===== config.mk =====
export PLATFORM = sky130hd
export DESIGN_NAME = mem_lsu
export DESIGN_NICKNAME = d
export VERILOG_FILES = /design/src/rtl/mem_lsu.sv
export SDC_FILE = /design/constraint.sdc
export NUM_CORES = 1
export LEC_CHECK = 0
export ABC_AREA = 1
export CORE_MARGIN = 3
export CORE_UTILIZATION = 48
export CTS_CLUSTER_SIZE = 16
export DETAILED_ROUTE_END_ITERATION = 10
export HOLD_SLACK_MARGIN = 0.06
export PLACE_DENSITY = 0.91
export SLEW_MARGIN = 10
export SYNTH_ARGS = -nofsm -noshare
export SYNTH_HDL_FRONTEND = slang
export SYNTH_SLANG_ARGS = --single-unit

===== constraint.sdc =====
create_clock -name clk -period 2.5 [get_ports clk]
set_input_delay 0.75 -clock clk [delete_from_list [all_inputs] [get_ports clk]]
set_output_delay 0.75 -clock clk [all_outputs]
set_load 0.005 [all_outputs]

===== src/rtl/mem_lsu.sv =====
// mem_lsu: big-endian load/store initiator between the memory stage and the 4K data memory.
// Ports: clk, rst (sync, active-high); req_valid/req_ready handshake with req_we, req_size,
// req_signed, req_addr, req_wdata; resp_valid strobe with resp_rdata, resp_err;
// data memory port dm_addr, dm_din, dm_bext, dm_wen out and dm_dout in.
// Macro LSU_HALFWORD_EN enables halfword loads/stores; without it size 01 is rejected as an error.
module mem_lsu (
  input  logic        clk,
  input  logic        rst,
  input  logic        req_valid,
  output logic        req_ready,
  input  logic        req_we,
  input  logic [1:0]  req_size,
  input  logic        req_signed,
  input  logic [11:0] req_addr,
  input  logic [31:0] req_wdata,
  output logic        resp_valid,
  output logic [31:0] resp_rdata,
  output logic        resp_err,
  output logic [11:0] dm_addr,
  output logic [31:0] dm_din,
  output logic [1:0]  dm_bext,
  output logic [1:0]  dm_wen,
  input  logic [31:0] dm_dout
);
  typedef enum logic [1:0] {IDLE, MEM0, MEM1, RESP} state_t;
  state_t state_q;
  logic we_q, sgn_q, err_q, req_err, mem_st;
  logic [1:0] size_q;
  logic [11:0] addr_q, dm_addr_q;
  logic [31:0] dm_din_q, rdata_q, rdata_d, shifted;
  logic [15:0] half_sel;
`ifdef LSU_HALFWORD_EN
  logic [7:0] lo_q;
`endif
  always_comb begin
`ifdef LSU_HALFWORD_EN
    req_err = req_size == 2'b11 || (req_size == 2'b01 && req_addr[0]) || (req_size == 2'b00 && req_addr[1:0] != 2'b00);
`else
    req_err = req_size[0] || (req_size == 2'b00 && req_addr[1:0] != 2'b00);
`endif
    // big-endian: byte offset 0 is the most significant byte of the word
    shifted = dm_dout >> {~addr_q[1:0], 3'b000};
    half_sel = addr_q[1] ? dm_dout[15:0] : dm_dout[31:16];
    rdata_d = size_q == 2'b10 ? {{24{sgn_q & shifted[7]}}, shifted[7:0]} :
              size_q == 2'b01 ? {{16{sgn_q & half_sel[15]}}, half_sel} : dm_dout;
    mem_st = we_q && (state_q == MEM0 || state_q == MEM1);
  end
  assign req_ready  = !rst && state_q == IDLE;
  assign resp_valid = state_q == RESP;
  assign resp_rdata = rdata_q;
  assign resp_err   = err_q;
  assign dm_addr    = dm_addr_q;
  assign dm_din     = dm_din_q;
  // reset masks the write strobe so an interrupted store never commits on the reset edge
  assign dm_wen     = (mem_st && !rst) ? 2'b01 : 2'b00;
  assign dm_bext    = (mem_st && size_q != 2'b00) ? 2'b10 : 2'b00;
  always_ff @(posedge clk) begin
    if (rst) begin
      state_q   <= IDLE;
      err_q     <= 1'b0;
      rdata_q   <= '0;
      dm_addr_q <= '0;
      dm_din_q  <= '0;
    end else begin
      case (state_q)
        IDLE: if (req_valid) begin
          we_q   <= req_we;
          size_q <= req_size;
          sgn_q  <= req_signed;
          addr_q <= req_addr;
`ifdef LSU_HALFWORD_EN
          lo_q   <= req_wdata[7:0];
`endif
          if (req_err) begin
            state_q <= RESP;
            err_q   <= 1'b1;
            rdata_q <= '0;
          end else begin
            state_q   <= MEM0;
            // loads and word stores use the word address; byte/half stores the byte address
            dm_addr_q <= (req_we && req_size != 2'b00) ? req_addr : {req_addr[11:2], 2'b00};
            if (req_we)
              dm_din_q <= req_size == 2'b00 ? req_wdata :
                          {24'b0, req_size == 2'b10 ? req_wdata[7:0] : req_wdata[15:8]};
          end
        end
        MEM0: begin
`ifdef LSU_HALFWORD_EN
          if (we_q && size_q == 2'b01) begin
            state_q   <= MEM1;
            dm_addr_q <= {addr_q[11:1], 1'b1};
            dm_din_q  <= {24'b0, lo_q};
          end else
`endif
          begin
            state_q <= RESP;
            err_q   <= 1'b0;
            rdata_q <= we_q ? '0 : rdata_d;
          end
        end
`ifdef LSU_HALFWORD_EN
        MEM1: begin
          state_q <= RESP;
          err_q   <= 1'b0;
          rdata_q <= '0;
        end
`endif
        RESP: state_q <= IDLE;
        default: state_q <= IDLE;
      endcase
    end
  end
endmodule


==> results.sh <==
export IMPL_drive_gt1_share_pct=10.68
export IMPL_totalPowerFinal_w=0.003072
export IMPL_start_util_pct=49.92
export IMPL_outcome="completed"
export IMPL_clkSlewWorstSetupHoldPaths_ns=0.09
export IMPL_setup_viol=0
export IMPL_ios=166
export IMPL_hold_path_class="flop to flop"
export IMPL_row_count=34
export IMPL_tightest_slew_ns=0.9646
export IMPL_drt_iter0_drc=194
export IMPL_synth_xor_area_share_pct=0
export IMPL_core_area_sq_mm=0.008848
export IMPL_timing_fmax_ghz=0.4158
export IMPL_crit_path_start_kind="flop"
export IMPL_ir_drop_mv=0.3651
export IMPL_chipWidth_um=101.9
export IMPL_synth_area_leader_cell="dfxtp_1"
export IMPL_pwr_share_seq_pct=46.5
export IMPL_yosys_register_bits=85
export IMPL_synth_warnings=0
export IMPL_relSlewSlack_pct=35.62
export IMPL_area_growth_pct=42.07
export IMPL_synthMuxAreaShare_pct=0
export IMPL_grt_remaining_overflow=0
export IMPL_layout_common_cells="nand2_1 (252), clkdlybuf4s50_1 (160), dfxtp_1 (77), a21oi_1 (73), inv_1 (41)"
export IMPL_port_buffers=163
export IMPL_grt_pass1_vias=4690
export IMPL_drv_slew=0
export IMPL_intPower_w=0.002169
export IMPL_synth_compound_area_share_pct=14.22
export IMPL_place_congestion=0.8764
export IMPL_power_frac_comb_pct=20.0
export IMPL_arrival_ns=1.66
export IMPL_nets=858
export IMPL_wl_um=13380
export IMPL_die_height_um=101.9
export IMPL_netlist_cell_type_count=31
export IMPL_synthSimpleGateAreaFrac_pct=34.84
export IMPL_end_kind="output port"
export IMPL_clock_path_buffers=2
export IMPL_period_share_pct=96.21
export IMPL_grt_start_max_net_pins=81
export IMPL_cts_htree_levels=3
export IMPL_drc_errors=0
export IMPL_seq_area_frac_synth_pct=39.89
export IMPL_grt_total_usage_pct=25.90
export IMPL_grt_pass1_wl_um=21740
export IMPL_required_ns=1.75
export IMPL_synth_cells=630
export IMPL_wire_per_inst_um=15.12
export IMPL_clk_latency_ns=0.36
export IMPL_switching_share_pct=29.41
export IMPL_critPathMaxFanout=3
export IMPL_dpl_hpwl_um=9674
export IMPL_power_density_mw_per_mm2=489.6
export IMPL_viasPerCell=5.356
export IMPL_power_leakage_nw=2.519
export IMPL_period_minus_slack_ns=2.405
export IMPL_hold_viol=0
export IMPL_dieArea_sq_mm=0.01039
export IMPL_final_instance_count_excl_fill=885
export IMPL_p_sw_w=0.0009036
export IMPL_clockPowerShare_pct=33.5
export IMPL_vias=4740
export IMPL_cts_made_buffers=9
export IMPL_antenna_found_initial=0
export IMPL_rsz0062_at_grt="no"
export IMPL_final_common_cell="nand2_1"
export IMPL_ant_nets=0
export IMPL_criticalPathCategory="flop to output port"
export IMPL_reg2reg_slack_ns=0.53
export IMPL_antennaDiodeCount=0
export IMPL_clkSinkCount=85
export IMPL_tritoncts="yes"
export IMPL_syn_area_sq_mm=0.004417
export IMPL_setup_tns_ns=0
export IMPL_dp_cells=869
export IMPL_ys_top_cells_by_area="dfxtp_1 (36%), nand2_1 (21%), a21oi_1 (8.4%)"
export IMPL_synth_avg_cell_area_sq_um=7.011
export IMPL_cts_root_buf="clkbuf_8"
export IMPL_drv_cap=0
export IMPL_synth_top_family_by_area="simple AND/OR/NAND/NOR gates"
export IMPL_synthAdderAreaFrac_pct=0.8499
export IMPL_first_pass_iters=7
export IMPL_fin_worst_skew_ns=0.01281
export IMPL_netlist_area_leader_share_pct=35.81
[final timing paths]
path	to	from	cells past startpoint
max reg2reg	resp_rdata[6]	size_q[1]	8
min	dm_din[26]	dm_din[26]	2
min reg2reg	dm_din[26]	dm_din[26]	2
max	req_ready	state_q[1]	5
[cell type report]
type	count	area, sq um
Clock inverter	7	78.83
Sequential cell	85	1764
Clock buffer	9	123.9
Fill cell	676	2574
Timing Repair Buffer	176	1772
Multi-Input combinational cell	454	2221
Tap cell	108	135.1
Inverter	46	180.2
[registers in the layout (all words and copies together) (netlist names)]
register    flops
state_q         2
resp_rdata     32
we_q            1
dm_din         32
dm_addr        12
addr_q          2
resp_err        1
size_q          2
sgn_q           1
[worst max-delay path: stages, from the launching register on]
cell and delay (ns):
dfxtp_2 0.35, inv_1 0.08, ha_2 0.20, inv_1 0.07
nor2_2 0.09, clkdlybuf4s50_1 0.51
[cell usage after synthesis, drive strengths merged]
master	n
nand2	262
a21oi	88
dfxtp	79
inv	46
nand3	45
buf	28
nand4	24
clkbuf	18
nor2	10
o21ai	9
o211ai	8
edfxtp	6
ha	3
a21boi	1
conb	1
nand3b	1
or2	1
[per-stage QoR]
stage | utilization (%) | cell area, sq um | hold WS [ns] | setup WS, ns
global route | 70.91 | 6275 | 0.4905 | 0.01286
floorplan | - | 4420 | 0.4556 | 0.2791
CTS | 70.86 | 6270 | 0.4741 | 0.04990
detailed placement | 68.52 | 6063 | 0.4595 | 0.003080
global placement | 68.52 | 6063 | 0.4481 | 0.09039
finish | 70.91 | 6275 | 0.4692 | 0.09480
[layer usage]
layer	GRT usage [%]	part of all wire, %
met1	30.24	39
met5	0	0
met3	8.874	11
met4	7.972	2.2
met2	44.92	49
[cells by family (layout without fill, tap and decap cells)]
family	Yosys count	after routing
other cells	1	2
buf+inv	92	238
flops	85	85
simple gates	343	343
compound gates	106	106
fa+ha+maj	3	3
[power groups by stage]
stage               sequential, W  clock [W]  combinational (W)
finish                    0.00143    0.00103           0.000613
global route              0.00144    0.00111           0.000670
CTS                       0.00143    0.00104           0.000607
detailed placement        0.00146          0           0.000604
global placement          0.00146          0           0.000588
floorplan                 0.00145          0           0.000333
[what timing repair did]
item                       4_1_cts  5_1_grt
buffers inserted                 0        0
hold buffers                     0        0
resized for setup                5        2
setup endpoints to repair        2        1
No activity file was read; power rests on OpenSTA's default activity.
